--- config.mk ---
export PLATFORM = sky130hd
export DESIGN_NAME = gcd_operand_sequencer
export DESIGN_NICKNAME = d
export VERILOG_FILES = /design/src/rtl/gcd_operand_sequencer.sv
export SDC_FILE = /design/constraint.sdc
export NUM_CORES = 1
export LEC_CHECK = 0
export CAP_MARGIN = 0
export CORE_MARGIN = 2
export CORE_UTILIZATION = 30
export CTS_BUF_LIST = sky130_fd_sc_hd__clkbuf_2
export DETAILED_ROUTE_END_ITERATION = 12
export HOLD_SLACK_MARGIN = 0.1
export PLACE_DENSITY = 0.56
export SETUP_SLACK_MARGIN = 0.5
export SKIP_LAST_GASP = 1
export SLEW_MARGIN = 20
export SYNTH_ARGS = -nofsm -noshare
export SYNTH_HDL_FRONTEND = slang
export SYNTH_SLANG_ARGS = --single-unit
--- constraint.sdc ---
create_clock -name clk -period 2.3 [get_ports clk]
set_input_delay 0.575 -clock clk [delete_from_list [all_inputs] [get_ports clk]]
set_output_delay 0.575 -clock clk [all_outputs]
set_load 0.02 [all_outputs]
--- src/rtl/gcd_operand_sequencer.sv ---
// Operand feeder for the GCD core: buffers operand pairs in a small FIFO, issues them
// one at a time over a start/done handshake, bypasses zero operands, and times out a silent core.
module gcd_operand_sequencer #(
  parameter int unsigned WIDTH   = 4,
  parameter int unsigned DEPTH   = 2,
  parameter int unsigned TIMEOUT = 64
) (
  input  logic             clk,
  input  logic             reset,
  input  logic             in_valid,
  output logic             in_ready,
  input  logic [WIDTH-1:0] in_x,
  input  logic [WIDTH-1:0] in_y,
  output logic             core_start,
  output logic [WIDTH-1:0] core_x,
  output logic [WIDTH-1:0] core_y,
  input  logic             core_done,
  input  logic [WIDTH-1:0] core_gcd,
  output logic             out_valid,
  input  logic             out_ready,
  output logic [WIDTH-1:0] out_gcd,
  output logic [WIDTH-1:0] out_x,
  output logic [WIDTH-1:0] out_y,
  output logic [1:0]       out_err
);

  localparam int unsigned AW = $clog2(DEPTH);
  localparam int unsigned CW = AW + 1;
  localparam logic [CW-1:0] FULL_COUNT = CW'(DEPTH);
  localparam logic [7:0]    TIMER_LAST = 8'(TIMEOUT - 1);

  // LOAD classifies the freshly popped operands; it keeps the pop and the
  // zero test in separate cycles so both register stages stay simple.
  typedef enum logic [2:0] {
    S_IDLE,
    S_LOAD,
    S_ISSUE,
    S_WAIT,
    S_RESULT
  } state_t;

  state_t state, state_next;

  logic [WIDTH-1:0] mem_x [DEPTH];
  logic [WIDTH-1:0] mem_y [DEPTH];
  logic [AW-1:0]    wr_ptr, rd_ptr;
  logic [CW-1:0]    count, count_next;
  logic             push, pop;

  logic [WIDTH-1:0] op_x, op_y;
  logic [7:0]       timer;
  logic             timer_clr, timer_inc, load_core, set_result;
  logic [WIDTH-1:0] res_gcd;
  logic [1:0]       res_err;

  assign push = in_valid && in_ready;

  always_comb begin
    count_next = count;
    if (push && !pop) begin
      count_next = count + CW'(1);
    end else if (!push && pop) begin
      count_next = count - CW'(1);
    end
  end

  always_ff @(posedge clk) begin
    if (push) begin
      mem_x[wr_ptr] <= in_x;
      mem_y[wr_ptr] <= in_y;
    end
  end

  always_ff @(posedge clk or negedge reset) begin
    if (!reset) begin
      wr_ptr   <= '0;
      rd_ptr   <= '0;
      count    <= '0;
      in_ready <= 1'b1;
    end else begin
      if (push) begin
        wr_ptr <= wr_ptr + AW'(1);
      end
      if (pop) begin
        rd_ptr <= rd_ptr + AW'(1);
      end
      count    <= count_next;
      in_ready <= (count_next != FULL_COUNT);
    end
  end

  always_ff @(posedge clk or negedge reset) begin
    if (!reset) begin
      state <= S_IDLE;
    end else begin
      state <= state_next;
    end
  end

  always_comb begin
    state_next = state;
    pop        = 1'b0;
    timer_clr  = 1'b0;
    timer_inc  = 1'b0;
    load_core  = 1'b0;
    set_result = 1'b0;
    res_gcd    = '0;
    res_err    = 2'b00;
    case (state)
      S_IDLE: begin
        if (count != '0) begin
          pop        = 1'b1;
          state_next = S_LOAD;
        end
      end
      S_LOAD: begin
        if (op_x == '0 && op_y == '0) begin
          set_result = 1'b1;
          res_err    = 2'b01;
          state_next = S_RESULT;
        end else if (op_x == '0) begin
          set_result = 1'b1;
          res_gcd    = op_y;
          state_next = S_RESULT;
        end else if (op_y == '0) begin
          set_result = 1'b1;
          res_gcd    = op_x;
          state_next = S_RESULT;
        end else begin
          load_core  = 1'b1;
          state_next = S_ISSUE;
        end
      end
      S_ISSUE: begin
        timer_clr  = 1'b1;
        state_next = S_WAIT;
      end
      S_WAIT: begin
        if (core_done) begin
          set_result = 1'b1;
          res_gcd    = core_gcd;
          state_next = S_RESULT;
        end else if (timer == TIMER_LAST) begin
          set_result = 1'b1;
          res_err    = 2'b10;
          state_next = S_RESULT;
        end else begin
          timer_inc = 1'b1;
        end
      end
      S_RESULT: begin
        if (out_ready) begin
          state_next = S_IDLE;
        end
      end
      default: state_next = S_IDLE;
    endcase
  end

  always_ff @(posedge clk or negedge reset) begin
    if (!reset) begin
      op_x    <= '0;
      op_y    <= '0;
      core_x  <= '0;
      core_y  <= '0;
      timer   <= '0;
      out_gcd <= '0;
      out_err <= 2'b00;
    end else begin
      if (pop) begin
        op_x <= mem_x[rd_ptr];
        op_y <= mem_y[rd_ptr];
      end
      if (load_core) begin
        core_x <= op_x;
        core_y <= op_y;
      end
      if (timer_clr) begin
        timer <= '0;
      end else if (timer_inc) begin
        timer <= timer + 8'd1;
      end
      if (set_result) begin
        out_gcd <= res_gcd;
        out_err <= res_err;
      end
    end
  end

  assign core_start = (state == S_ISSUE);
  assign out_valid  = (state == S_RESULT);
  assign out_x      = op_x;
  assign out_y      = op_y;

endmodule

**Word-level counts from Yosys, hierarchy flattened**

Memories as Yosys holds them, arrays and structs flattened. A register that Yosys moved wholly into a read port is not among the register bits.
Cells that the tools add are included.

- Register bits: 30
- Bits in writable memories: 16
- Output and inout port bits: 25
- Word-level logic and storage cells: 79
- Memories: 2

Memory list:

| memory | words | bits a word | read ports | clocked after memory_dff | wr ports | line | RTL |
|---|---|---|---|---|---|---|---|
| mem_x | 2 | 4 | 1 | 1 | 1 | 44 | `logic [WIDTH-1:0] mem_x [DEPTH];` |
| mem_y | 2 | 4 | 1 | 1 | 1 | 45 | `logic [WIDTH-1:0] mem_y [DEPTH];` |

- Add/sub/neg operators: 5
- Equality and inequality tests: 9
- Muxes and demuxes: 39
- Reductions and logical operators: 14

Operators with widths:

| operator | number |
|---|---|
| 3-bit two-way mux | 7 |
| 1-bit two-way mux | 18 |
| 4-bit two-way mux | 4 |
| 8-bit two-way mux | 2 |
| 3-bit one-hot mux with 5 select lines | 1 |
| 8-bit by 1-bit adder with 8-bit output (second input constant) | 1 |
| 8-bit by 6-bit == test with 1-bit output (second input constant) | 1 |
| 4-bit zero test | 2 |
| 2-bit two-way mux | 4 |
| 4-bit one-hot mux with 2 select lines | 1 |
| 3-bit by 2-bit == test with 1-bit output (second input constant) | 2 |
| 1-bit logical AND | 4 |
| 1-bit zero test | 4 |
| 2-bit != test (second input constant) | 2 |
| 2-bit one-hot mux with 2 select lines | 1 |
| 2-bit nonzero test | 2 |
| 3-bit by 1-bit == test with 1-bit output (second input constant) | 1 |
| 3-bit == test (second input constant) | 1 |
| 3-bit zero test | 1 |
| 3-bit != test (second input constant) | 1 |
| 3-bit AND reduction | 1 |
| 1-bit adder (second input constant) | 2 |
| 2-bit by 1-bit adder with 2-bit output (second input constant) | 1 |
| 2-bit by 1-bit != test with 1-bit output (second input constant) | 1 |
| other kinds (2) | 2 |

**Logic depth before layout (Yosys ltp)**

Gate-level depths: netlist of the first run.

- Depth after elaboration: 7
- Depth in mapped cells: 7

**Worst setup path after synthesis of the first run**

No wires, ideal clock.

- Path kind: flip-flop to flip-flop
- Start point: register op_y[0] (netlist: out_y[0]), read port of mem_y
- End point: register out_gcd[0]
- Setup time: 0.126 ns
- Data arrival time: 1.660 ns
- Required time: 2.174 ns
- Path slack: 0.514 ns
- Cell stages (with the launch flop): 5
- Period minus slack after synthesis: 1.786 ns
- Cell sequence: dfrtp_1 -> nor4_4 -> nor2_2 -> o221a_4 -> a221o_1

- Word-level cells in the longest chain between the ends: 5

Ends and longest elaborated chain:

| element | line | RTL |
|---|---|---|
| start, declared | 50 | `logic [WIDTH-1:0] op_x, op_y;` |
| 4-bit zero test | 117, 125 |  |
| 4-bit two-way mux or 1-bit two-way mux (tied branches) | 125 | `end else if (op_y == '0) begin` |
| 4-bit two-way mux or 1-bit two-way mux (tied branches) | 121 | `end else if (op_x == '0) begin` |
| 4-bit two-way mux or 1-bit two-way mux (tied branches) | 117 | `if (op_x == '0 && op_y == '0) begin` |
| 4-bit one-hot mux with 2 select lines or 1-bit one-hot mux with 2 select lines (tied branches) | 109 | `case (state)` |
| end signal, assigned | 184 | `out_gcd <= res_gcd;` |
| end, declared | 21 | `output logic [WIDTH-1:0] out_gcd,` |

Several ways; a longest one is shown, not always the timed one.
A chain may end at the register's enable or synchronous reset.

**Worst setup path after layout of the first run**

- Start point: register state[1]
- End point: output out_valid

- Word-level cells in the longest chain between the ends: 1

Ends and longest elaborated chain:

| element | line | RTL |
|---|---|---|
| start, declared | 42 | `state_t state, state_next;` |
| start signal, assigned | 96 | `state <= state_next;` |
| 3-bit == test | 191 | `assign out_valid = (state == S_RESULT);` |
| end, declared | 19 | `output logic out_valid,` |

No other way between the ends.

==> results.json, run 1 <==
{
  "syn-num-nets": 200,
  "synth_compound_area_share_pct": 10.2,
  "ctsHoldBuffers": 0,
  "synth_top_family_by_area": "simple AND/OR/NAND/NOR gates",
  "finalCritPeriodShare_pct": 82.0,
  "clk_path_buf_depth": 2,
  "cp.required_ns": 1.73,
  "pwr-share-comb_pct": 47.7,
  "worstSetupPathType": "flip-flop to output pin",
  "boundaryPins": 42,
  "async_flop_share_pct": 70.4,
  "final_net_count": 270,
  "yosys_warnings": 0,
  "cp-start-kind": "flip-flop",
  "htreeDepth": 2,
  "crit_path_cell_trace": "nor3b_2 > buf_4",
  "synth.area.top_cells": "dfrtp_1, edfxtp_1, mux2i_1, mux2_2, nor2_1",
  "die_x_um": 92.3,
  "slew_violations": 0,
  "ys.flop_type": "dfrtp_1",
  "antennaDiodeCount": 0,
  "dieHeight_um": 92.3,
  "synth_edf_count": 16,
  "area_delta_synth_final_pct": 32.5,
  "drt-initial-drc-count": 105,
  "synth_cells": 181,
  "grt_max_degree": 39,
  "cap_violations": 0,
  "synth-xor-area-share_pct": 2.62,
  "cp.arrival_ns": 1.31,
  "internal-power_mw": 2.40,
  "io_buffers": 41,
  "ys_seq_area_share_pct": 61.3,
  "clkTransAtPathRegs_ns": 0.29,
  "synth_simple_gate_area_share_pct": 14.1,
  "synthAdderAreaFrac_pct": 1.07,
  "drive_gt1_share_pct": 38.9,
  "gr-total-overflow": 0,
  "rsz0062_at_grt": "yes",
  "avgSynthCellArea_um2": 12.9,
  "grt_use_total_pct": 12.3,
  "syn_area_um2": 2340,
  "min_period_ns": 1.89,
  "setup_violations": 0,
  "initial_core_util_pct": 30.6,
  "synth_common_cells": "dfrtp_1, nor2_1, edfxtp_1",
  "coreArea_um2": 7650,
  "power.switching_mw": 1.57,
  "vdd_drop_max_mv": 0.551,
  "wl_per_cell_um": 14.0,
  "drt-total-wl_mm": 4.97,
  "synthMuxAreaShare_pct": 8.99,
  "drtPass1Iterations": 6,
  "clock-root-buffer": "clkbuf_2",
  "finalHoldViolations": 0,
  "cts_tree": "built",
  "cts_sinks": 54,
  "tightest_slew_ns": 0.502,
  "powerDensity_nw_per_um2": 1280,
  "yosysTopAreaCell": "dfrtp_1",
  "globalplace.congestion": 0.785,
  "sequentialPowerShare_pct": 39.8,
  "max_freq_mhz": 530,
  "antenna_left": 0,
  "synth_top_area_share_pct": 39.6,
  "slowest_delay_ns": 0.51,
  "ys_ff_latch": 54,
  "path_max_fanout": 3,
  "fin_util_pct": 40.5,
  "dieArea_um2": 8520,
  "grt_pass1_vias": 1644,
  "clk_latency_ns": 0.43,
  "grt_antenna_before_repair": 0,
  "dp.final_hpwl_mm": 3.30,
  "row_count": 32,
  "fin_setup_tns_ns": 0,
  "leakage_nw": 1.29,
  "cts_buffers": 5,
  "maxSlewHeadroom_pct": 66.5,
  "viasPerCell": 4.66,
  "ys_types": 46,
  "status": "finished, final reports clean",
  "drc_errors": 0,
  "skew_ns": 0.0384,
  "end_kind": "output pin",
  "pwr-share-clk_pct": 12.5,
  "crit_slowest_cell": "dfrtp_2",
  "hold_path_class": "primary input to async pin",
  "yosysMostFrequentCell": "dfrtp_1",
  "swShare_pct": 39.5,
  "grt_pass1_wl_mm": 8.17,
  "route.vias.total": 1648
}
-- metrics by stage --
step | setup slack, ns | instances | hold slack, ns | cell area (um2) | power, mW
floorplan | 0.514 | 181 | 0.279 | 2340 | 2.64
global placement | 0.279 | 327 | 0.466 | 2920 | 3.32
detailed placement | 0.248 | 327 | 0.482 | 2920 | 3.34
CTS | 0.377 | 352 | 0.115 | 3160 | 4.02
global route | 0.314 | 354 | 0.101 | 3100 | 4.26
finish | 0.415 | 354 | 0.133 | 3100 | 3.97
-- registers in the layout (all words and copies together) (netlist names) --
register	count
mem_y	8
rd_ptr	1
core_x	4
mem_x	8
out_y	4
state	3
out_err	2
wr_ptr	1
core_y	4
count	2
out_gcd	4
out_x	4
in_ready	1
timer	8
-- power groups by stage --
stage / sequential, mW / clock, mW / combinational (mW)
after floorplan: 1.79 / 0 / 0.847
after global placement: 1.70 / 0 / 1.62
after detailed placement: 1.70 / 0 / 1.64
after CTS: 1.58 / 0.527 / 1.92
after global routing: 1.63 / 0.567 / 2.06
final: 1.58 / 0.497 / 1.89
-- path summary, 6_finish.rpt --
path                                          endpoint            startpoint  cells after the start  slack, ns
worst min-delay path              timer[2]$_DFFE_PN0P_                 reset                      2       0.13
worst max register to register  out_gcd[2]$_DFFE_PN0P_  state[2]$_DFFE_PN0P_                      6       0.53
max in group asynchronous         state[2]$_DFFE_PN0P_                 reset                      2       1.77
min in group clk                  timer[5]$_DFFE_PN0P_  timer[5]$_DFFE_PN0P_                      1       0.50
worst max-delay path                         out_valid  state[1]$_DFFE_PN0P_                      2       0.41
worst min register to register    timer[5]$_DFFE_PN0P_  timer[5]$_DFFE_PN0P_                      1       0.50
-- logic make-up after synthesis --
logic type / Yosys count
AO/OA/AOI/OAI: 31
XOR/XNOR: 7
adder cells (fa/ha/maj): 2
buffers and inverters: 10
flip-flops: 54
multiplexers: 20
AND/OR/NAND/NOR: 57
-- cell type report --
cell class | count | area [um2]
well taps | 102 | 128
inverters | 4 | 15.0
repair buffers | 68 | 505
clock inverters | 3 | 47.5
fillers | 743 | 4550
clock buffers | 5 | 25.0
multi-input cells | 118 | 932
flip-flops and latches | 54 | 1450
-- layer usage --
metal | share of wire, % | GRT usage (%) | vias up
met5 | 0 | 0 | -
met4 | 1.1 | 3.73 | 0
met3 | 4.5 | 3.09 | 6
met2 | 48 | 19.7 | 32
met1 | 46 | 16.5 | 805
li1 | - | - | 805
-- critical path: cells and delay by family, from the launching register on --
kind	cells	cell delay [ns]
buffers and inverters	1	0.17
AND/OR/NAND/NOR	1	0.19
flip-flops	1	0.51
-- layout by cell type, fill, tap and decap left out, types with 2 or more instances in the layout --
master,synthesis,routed
a22oi_1,5,5
nor2_1,23,22
o31ai_1,2,2
mux2i_1,12,12
nand2_1,9,8
nor3_4,1,2
a21oi_1,9,9
dfrtp_1,37,26
xnor2_1,5,5
nor4_4,2,3
clkdlybuf4s50_1,0,15
nand2b_1,3,2
a221o_1,4,4
buf_2,4,11
and3_1,2,2
and4bb_2,2,2
mux2_2,8,8
xor2_1,2,2
edfxtp_1,16,16
buf_4,0,26
buf_6,0,4
clkbuf_2,0,17
inv_1,4,3
nand3_1,4,4
dfrtp_2,0,11
-- repair_timing --
action	4_1_cts	5_1_grt
endpoints found under the hold margin	0	0
setup buffers	17	1
endpoints found under the setup margin	28	40
cloned	0	1
pin swaps	2	2
gates resized for setup	88	33
Note: power is estimated with default switching activity, not from simulation.
==> inputs of run 2 (changes only) <==
==> constraint.sdc (replaced) <==
create_clock -name clk -period 1.8 [get_ports clk]
set_input_delay 0.45 -clock clk [delete_from_list [all_inputs] [get_ports clk]]
set_output_delay 0.45 -clock clk [all_outputs]
set_load 0.02 [all_outputs]
==> run 2 against run 1 <==
Largest cell class unchanged. Non-clock buffer count increased by 50. Combinational power increased by 110%. Core utilization increased by 11 points. The flow now finishes with violations (setup timing). Count of clock-buffer cells in the layout unchanged. Clock power increased by 34%.
==> results.json, run 2 (same netlist as run 1, synthesis figures left out) <==
{
  "wl_per_cell_um": 14.6,
  "setup.worst_path.end": "out_valid",
  "grt_pass1_wl_mm": 9.20,
  "antenna_left": 0,
  "placed_cell_area_um2": 3110,
  "swShare_pct": 36.9,
  "die_x_um": 92.3,
  "htreeDepth": 2,
  "clk_path_buf_depth": 2,
  "coreArea_um2": 7650,
  "skew_ns": 0.0285,
  "grt_pass1_vias": 1848,
  "seq_area_um2": 1450,
  "max_freq_mhz": 535,
  "area_delta_synth_final_pct": 68.8,
  "violations": "setup timing",
  "stdcell_area_um2": 3950,
  "clock-root-buffer": "clkbuf_2",
  "cp.arrival_ns": 1.42,
  "vdd_drop_max_mv": 0.555,
  "clk_latency_ns": 0.46,
  "largest_registers": "mem_x: 8 flops, mem_y: 8 flops, timer: 8 flops",
  "leakage_nw": 1.68,
  "power.switching_mw": 2.49,
  "pwr-share-comb_pct": 59.3,
  "end_kind": "output pin",
  "internal-power_mw": 4.26,
  "drtPass1Iterations": 4,
  "pwr-share-clk_pct": 9.8,
  "grt_max_degree": 19,
  "globalplace.congestion": 0.807,
  "startpoint": "state[1]$_DFFE_PN0P_",
  "fin_util_pct": 51.6,
  "final_net_count": 320,
  "drc_errors": 0,
  "setup_ws_ns": -0.0684,
  "finalHoldViolations": 0,
  "whs_ns": 0.325,
  "cp.required_ns": 1.35,
  "clkTransAtPathRegs_ns": 0.31,
  "sequentialPowerShare_pct": 30.8,
  "gr-total-overflow": 0,
  "drive_gt1_share_pct": 57.3,
  "io_buffers": 41,
  "drt-total-wl_mm": 5.89,
  "worstRegToRegCells": 6,
  "dieArea_um2": 8520,
  "r2r-end": "out_gcd[3]$_DFFE_PN0P_",
  "antennaDiodeCount": 0,
  "cts_tree": "built",
  "rsz0062_at_grt": "yes",
  "row_count": 32,
  "final_cell_mix": "buf_4, buf_6, dfrtp_1, edfxtp_1, clkdlybuf4s50_1",
  "maxSlewHeadroom_pct": 65.9,
  "fillCellCount": 632,
  "setup_violations": 6,
  "rr_startpoint": "state[2]$_DFFE_PN0P_",
  "grt_use_total_pct": 13.8,
  "worstSetupPathType": "flip-flop to output pin",
  "powerDensity_nw_per_um2": 1710,
  "path_max_fanout": 6,
  "cts_buffers": 5,
  "dp.final_hpwl_mm": 3.67,
  "grt_antenna_before_repair": 0,
  "finalCritPeriodShare_pct": 104,
  "dieHeight_um": 92.3,
  "hold_path_class": "primary input to async pin",
  "min_period_ns": 1.87,
  "cp-start-kind": "flip-flop",
  "cts_sinks": 54,
  "route.vias.total": 1878,
  "viasPerCell": 4.65,
  "multi_input_area_um2": 1120,
  "tightest_slew_ns": 0.512,
  "status": "finished, violations left",
  "slew_violations": 0,
  "drt-initial-drc-count": 91,
  "final_common_cell": "buf_4",
  "rrSetupSlack_ns": -0.06,
  "initial_core_util_pct": 30.6,
  "boundaryPins": 42,
  "cap_violations": 0
}
[run 2: through the flow]
| step | std cells | power, mW | setup slack, ns | setup TNS, ns |
|---|---|---|---|---|
| 4_1_cts | 393 | 6.36 | -0.112 | -0.341 |
| 6_report | 404 | 6.75 | -0.0684 | -0.311 |
| 5_1_grt | 404 | 7.12 | -0.167 | -0.939 |
| 3_3_place_gp | 341 | 4.51 | -0.0672 | -0.201 |
| 3_5_place_dp | 341 | 4.56 | -0.116 | -0.531 |
| 2_1_floorplan | 181 | 3.48 | 0.0570 | 0 |
[run 2: critical path, cell delays in order, from the launching register on]
cell     delay, ns
dfrtp_2       0.54
nor3b_4       0.26
buf_6         0.15
[run 2: what timing repair did]
item	CTS	global route
hold endpoints to repair	13	0
cloned	3	0
pin swaps	13	11
buffers inserted	40	11
resized for setup	187	27
setup endpoints to repair	70	71
hold buffers	1	0
[run 2: power groups by stage]
stage	Sequential [mW]	Combinational [mW]	Clock [mW]
after floorplan	2.31	1.17	0
after global placement	2.17	2.35	0
after detailed placement	2.18	2.38	0
after CTS	2.07	3.61	0.686
after global routing	2.13	4.25	0.734
final	2.08	4.00	0.664
[run 2: area by class of cell]
type / count / share of cell area (%)
Clock inverter: 3 / 1.20
Multi-Input combinational cell: 118 / 28.4
Clock buffer: 5 / 0.634
Timing Repair Buffer: 118 / 29.6
Inverter: 4 / 0.380
Sequential cell: 54 / 36.6
Tap cell: 102 / 3.23
[run 2: per-layer routing]
metal | GRT usage, % | up-vias | part of all wire, %
met5 | 0 | - | 0
met4 | 3.73 | 0 | 1.0
met3 | 2.52 | 4 | 2.8
met2 | 23.7 | 37 | 51
met1 | 18.1 | 928 | 45
li1 | - | 909 | -
[run 2: worst min path at each step]
stage | start | to | slack, ns | depth (start not counted)
detailed placement | reset | count[1]$_DFF_PN0_ | 0.34 | 1
floorplan | reset | core_x[0]$_DFFE_PN0P_ | 0.15 | 0
CTS | reset | state[2]$_DFFE_PN0P_ | 0.32 | 2
global route | reset | out_x[0]$_DFFE_PN0P_ | 0.32 | 2
global placement | reset | count[0]$_DFF_PN0_ | 0.34 | 1
finish | reset | state[2]$_DFFE_PN0P_ | 0.33 | 2
